**src/rtl/control_unit.sv**
```systemverilog
// control_unit: Moore control FSM for the 16-bit RISC core.
// Sequences fetch/decode/execute/memory/write-back plus jump and the AES/I2C
// accelerator triggers. Every output is a register updated with the state,
// so each output always reflects the state currently held.
module control_unit (
  input  logic       clk,
  input  logic       reset,
  input  logic [3:0] opcode,
  input  logic       decodeComplete,
  input  logic       writeBackComplete,
  output logic       readInstruction,
  output logic       memRead,
  output logic       memWrite,
  output logic       writeBack,
  output logic       aluMode,
  output logic [2:0] op,
  output logic       execute,
  output logic       resetInstructionMemory,
  output logic       resetALU,
  output logic       resetDataMemory,
  output logic       jumpExecute,
  output logic       aes_start,
  output logic       i2c_reset
);

  typedef enum logic [3:0] {
    S_INIT, S_FETCH, S_DECODE, S_EXEC, S_MEM, S_WB, S_JUMP, S_AES, S_I2C
  } state_t;

  localparam logic [3:0] OPC_LD  = 4'b0000;
  localparam logic [3:0] OPC_ST  = 4'b0001;
  localparam logic [3:0] OPC_NOP = 4'b1010;
  localparam logic [3:0] OPC_BEQ = 4'b1011;
  localparam logic [3:0] OPC_BNE = 4'b1100;
  localparam logic [3:0] OPC_JMP = 4'b1101;
  localparam logic [3:0] OPC_AES = 4'b1110;
  localparam logic [3:0] OPC_I2C = 4'b1111;

  state_t     state;
  logic [3:0] opcode_reg;
  // Keeps INIT alive for one clock after reset is released so the
  // sub-block resets are seen with a running clock before the first fetch.
  logic       init_hold;

  // Register ALU class: opcodes 0010..1001 map linearly onto op 000..111.
  function automatic logic is_alu(input logic [3:0] opc);
    return (opc >= 4'd2) && (opc <= 4'd9);
  endfunction

  function automatic logic [2:0] exec_op(input logic [3:0] opc);
    logic [3:0] diff;
    diff = opc - 4'd2;
    if (opc == OPC_BEQ || opc == OPC_BNE)
      return 3'b001;
    else if (is_alu(opc))
      return diff[2:0];
    else
      return 3'b000;
  endfunction

  // State register and all registered outputs; strobes default low each
  // cycle, op/aluMode hold from EXEC until the next FETCH.
  always_ff @(posedge clk or posedge reset) begin
    if (reset) begin
      state                  <= S_INIT;
      init_hold              <= 1'b1;
      opcode_reg             <= 4'b0000;
      readInstruction        <= 1'b0;
      memRead                <= 1'b0;
      memWrite               <= 1'b0;
      writeBack              <= 1'b0;
      aluMode                <= 1'b0;
      op                     <= 3'b000;
      execute                <= 1'b0;
      resetInstructionMemory <= 1'b1;
      resetALU               <= 1'b1;
      resetDataMemory        <= 1'b1;
      jumpExecute            <= 1'b0;
      aes_start              <= 1'b0;
      i2c_reset              <= 1'b0;
    end else begin
      readInstruction        <= 1'b0;
      memRead                <= 1'b0;
      memWrite               <= 1'b0;
      writeBack              <= 1'b0;
      execute                <= 1'b0;
      resetInstructionMemory <= 1'b0;
      resetALU               <= 1'b0;
      resetDataMemory        <= 1'b0;
      jumpExecute            <= 1'b0;
      aes_start              <= 1'b0;
      i2c_reset              <= 1'b0;

      case (state)
        S_INIT: begin
          if (init_hold) begin
            init_hold              <= 1'b0;
            resetInstructionMemory <= 1'b1;
            resetALU               <= 1'b1;
            resetDataMemory        <= 1'b1;
          end else begin
            state           <= S_FETCH;
            readInstruction <= 1'b1;
            op              <= 3'b000;
            aluMode         <= 1'b0;
          end
        end

        S_FETCH: begin
          state <= S_DECODE;
        end

        S_DECODE: begin
          if (decodeComplete) begin
            opcode_reg <= opcode;
            case (opcode)
              OPC_JMP: begin
                state       <= S_JUMP;
                jumpExecute <= 1'b1;
              end
              OPC_AES: begin
                state     <= S_AES;
                aes_start <= 1'b1;
              end
              OPC_I2C: begin
                state     <= S_I2C;
                i2c_reset <= 1'b1;
              end
              OPC_NOP: begin
                state           <= S_FETCH;
                readInstruction <= 1'b1;
                op              <= 3'b000;
                aluMode         <= 1'b0;
              end
              default: begin
                state   <= S_EXEC;
                execute <= 1'b1;
                aluMode <= is_alu(opcode);
                op      <= exec_op(opcode);
              end
            endcase
          end
        end

        S_EXEC: begin
          if (opcode_reg == OPC_LD) begin
            state   <= S_MEM;
            memRead <= 1'b1;
          end else if (opcode_reg == OPC_ST) begin
            state    <= S_MEM;
            memWrite <= 1'b1;
          end else if (is_alu(opcode_reg)) begin
            state     <= S_WB;
            writeBack <= 1'b1;
          end else begin
            // Branches: the datapath resolves the PC itself.
            state           <= S_FETCH;
            readInstruction <= 1'b1;
            op              <= 3'b000;
            aluMode         <= 1'b0;
          end
        end

        S_MEM: begin
          if (opcode_reg == OPC_LD) begin
            state     <= S_WB;
            writeBack <= 1'b1;
          end else begin
            state           <= S_FETCH;
            readInstruction <= 1'b1;
            op              <= 3'b000;
            aluMode         <= 1'b0;
          end
        end

        S_WB: begin
          if (writeBackComplete) begin
            state           <= S_FETCH;
            readInstruction <= 1'b1;
            op              <= 3'b000;
            aluMode         <= 1'b0;
          end else begin
            writeBack <= 1'b1;
          end
        end

        S_JUMP, S_AES, S_I2C: begin
          state           <= S_FETCH;
          readInstruction <= 1'b1;
          op              <= 3'b000;
          aluMode         <= 1'b0;
        end

        default: begin
          state           <= S_FETCH;
          readInstruction <= 1'b1;
          op              <= 3'b000;
          aluMode         <= 1'b0;
        end
      endcase
    end
  end

endmodule

```
**config.mk**
```make
export PLATFORM = sky130hd
export DESIGN_NAME = control_unit
export DESIGN_NICKNAME = d
export VERILOG_FILES = /design/src/rtl/control_unit.sv
export SDC_FILE = /design/constraint.sdc
export NUM_CORES = 1
export LEC_CHECK = 0
export CORE_MARGIN = 2
export CORE_UTILIZATION = 56
export CTS_BUF_LIST = sky130_fd_sc_hd__clkbuf_4 sky130_fd_sc_hd__clkbuf_8
export DETAILED_ROUTE_END_ITERATION = 8
export PLACE_DENSITY = 0.9
export SETUP_SLACK_MARGIN = 0.3
export SYNTH_ARGS = -nofsm -noshare
export SYNTH_HDL_FRONTEND = slang
export SYNTH_SLANG_ARGS = --single-unit
```
**constraint.sdc**
```tcl
create_clock -name clk -period 4.43 [get_ports clk]
set_input_delay 0.6645 -clock clk [delete_from_list [all_inputs] [get_ports clk]]
set_output_delay 0.6645 -clock clk [all_outputs]
set_load 0.02 [all_outputs]
```
==> results_dict.tcl <==
set metrics [dict create \
    row_count 16 \
    path_clk_slew_ns 0.11 \
    maxCapViolations 0 \
    insertion_delay_ns 0.30 \
    crit_chain "clkdlybuf4s50_1 -> nand2_1 -> or3_4 -> nand4_4 -> mux2_1" \
    static-leakage-power_nw 0.595 \
    fmax_mhz 446 \
    hold_path_class "reg -> reg" \
    p_per_area_nw_per_um2 560 \
    synth_fp_nets 126 \
    crit_buf_inv 1 \
    slowest_delay_ns 0.72 \
    grt.met3_usage_pct 3.64 \
    hpwl_um 1720 \
    critPathMaxFanout 12 \
    busiest_layer "met2" \
    synthDistinctLibCells 48 \
    cp.arrival_ns 2.44 \
    wl_per_cell_um 14.4 \
    syn_inst 118 \
    yosysWarnings 0 \
    max_slew.worst_pin.slew_ns 0.779 \
    antenna_found_initial 0 \
    fin_cells 161 \
    seqCellArea_um2 553 \
    period_share_pct 50.6 \
    grt_pass1_wl_um 4180 \
    r2r_setup_slack_ns 2.29 \
    grt_util_met1_pct 26.7 \
    ctsHtreeMaxLevel 1 \
    synth_ff_type "dfrtp_1" \
    met2_usage_pct 36.7 \
    tns_ns 0 \
    end_kind "register" \
    holdPathEnd "op[0]$_DFFE_PP0P_" \
    syn_area_per_cell_um2 10.0 \
    rr_startpoint "state[0]$_DFFE_PP0P_" \
    clock_path_buffers 2 \
    wl_um 2310 \
    vias 953 \
    clock_skew_ns 0.00334 \
    required_ns 4.62 \
    antennaDiodeCount 0 \
    area_delta_synth_final_pct 20.0 \
    ctsHoldBuffers 0 \
    min_path_cells 1 \
    gp_congestion 0.916 \
    period_needed_ns 2.24 \
    layout_commonest_cell "clkdlybuf4s50_1" \
    grt_pass1_vias 968 \
    drt_first_iter_violations 21 \
    async_reset_ff_share_pct 100 \
    hold_viol_final 0 \
    relSlewSlack_pct 48.0 \
    ctsResizeCount 0 \
    multiInputGateArea_um2 559 \
    cts_tree "yes" \
    rsz0062_at_grt "no" \
    final_nets 143 \
    min-delay-start "op[0]$_DFFE_PP0P_" \
    cp-start-kind "primary input" \
    grt_max_degree 23 \
    dieArea_um2 2490 \
    critPathSlowestCell "clkdlybuf4s50_1" \
    routed_via_density 5.92 \
    initial_utilization_pct 59.6 \
    post-cts-setup-buffers 0 \
    drtPass1Iterations 4 \
    ant_nets 0 \
    synth_seq_cells 22 \
    numCtsBuffers 3 \
    synth_enable_flop_cells 0 \
    io_buffers 22 \
    root_buffer "clkbuf_4" \
    grt_usage_pct 21.7 \
    die_h_um 49.9 \
    outcome "completed" \
    drv_slew 0 \
    reg2reg_depth 4 \
    die_w_um 49.9 \
    grt-ovfl-total 0 \
    drc_errors 0 \
    drive_gt1_share_pct 8.21 \
    cts_sinks 22 \
    synth_area_um2 1180 \
    vdd_drop_max_v 0.000446 \
    critPathTopFamily "buffers and inverters" \
    num_io_pins 23 \
    layout_common_cells "22 x clkdlybuf4s50_1, 20 x dfrtp_1, 10 x nor2_1" \
    yosysSeqAreaShare_pct 46.8 \
    worstSetupPathType "in -> reg" \
    core_area_um2 1980 \
    fillerInstances 142 \
    dp_cells 157 \
    timing.rr.end "op[2]$_DFFE_PP0P_" \
    finalSetupViolCount 0 \
]
-- cells by family (layout without fill, tap and decap cells) --
family | after synthesis | count (layout) | share of synthesized area [%]
AO/OA/AOI/OAI | 24 | 24 | 13.3
XOR/XNOR | 3 | 3 | 2.22
buffers and inverters | 14 | 30 | 5.82
flip-flops | 22 | 22 | 46.8
multiplexers | 7 | 7 | 6.57
AND/OR/NAND/NOR | 48 | 48 | 25.2
-- layer usage --
metal	vias to the layer above	wire length (um)
met3	6	113
met1	452	1020
met2	40	1130
met5	-	0
li1	455	-
met4	0	46
-- worst max path at each step --
stage | endpoint | slack (ns) | from | depth (start not counted)
after floorplan | aluMode$_DFFE_PP0P_ | 2.42 | state[3]$_DFFE_PP0P_ | 5
after global placement | op[0]$_DFFE_PP0P_ | 1.97 | opcode[3] | 5
after detailed placement | op[2]$_DFFE_PP0P_ | 1.87 | opcode[3] | 5
after CTS | op[2]$_DFFE_PP0P_ | 2.20 | opcode[3] | 5
after global routing | op[2]$_DFFE_PP0P_ | 2.11 | opcode[3] | 5
final | op[2]$_DFFE_PP0P_ | 2.19 | opcode[3] | 5
-- synthesized netlist by cell type, types with 2 or more instances --
cell type | count | share of area [%]
nand2b_1 | 2 | 1.1
nor4_1 | 2 | 1.1
clkbuf_1 | 6 | 1.9
dfrtp_1 | 20 | 42
inv_1 | 4 | 1.3
nor4b_1 | 3 | 2.2
mux2_2 | 2 | 1.9
a21boi_0 | 2 | 1.3
xor2_1 | 2 | 1.5
mux2_1 | 4 | 3.8
or3_1 | 3 | 1.6
nand2_1 | 9 | 2.9
dfstp_2 | 2 | 4.4
and2_1 | 3 | 1.6
a21oi_1 | 5 | 2.1
nor3_1 | 2 | 0.85
nor2_1 | 10 | 3.2
buf_4 | 2 | 1.3
o21ai_0 | 5 | 2.1
nand4_1 | 2 | 1.1
-- cell type report --
| cell class | instances | area share [%] |
|---|---|---|
| repair buffers | 22 | 15.5 |
| clock buffers | 4 | 2.56 |
| inverters | 4 | 1.06 |
| flip-flops and latches | 22 | 39.0 |
| multi-input cells | 82 | 39.5 |
| well taps | 27 | 2.38 |
-- where the power goes --
group	internal [mW]	switching (mW)	leakage, nW
logic	0.171	0.181	0.289
clock network	0.0501	0.0585	0.0210
registers	0.257	0.0766	0.285
-- stage by stage --
stage | worst slack [ns] | hold slack [ns] | util, % | total power, mW | instance area, um2
3_3_place_gp | 1.97 | 0.478 | 69.7 | 0.669 | 1380
6_report | 2.19 | 0.506 | 71.5 | 0.794 | 1420
3_5_place_dp | 1.87 | 0.481 | 69.7 | 0.686 | 1380
2_1_floorplan | 2.42 | 0.472 | - | 0.576 | 1180
5_1_grt | 2.11 | 0.532 | 71.5 | 0.858 | 1420
4_1_cts | 2.20 | 0.509 | 71.5 | 0.795 | 1420
Power figures use the tool's default switching activity.
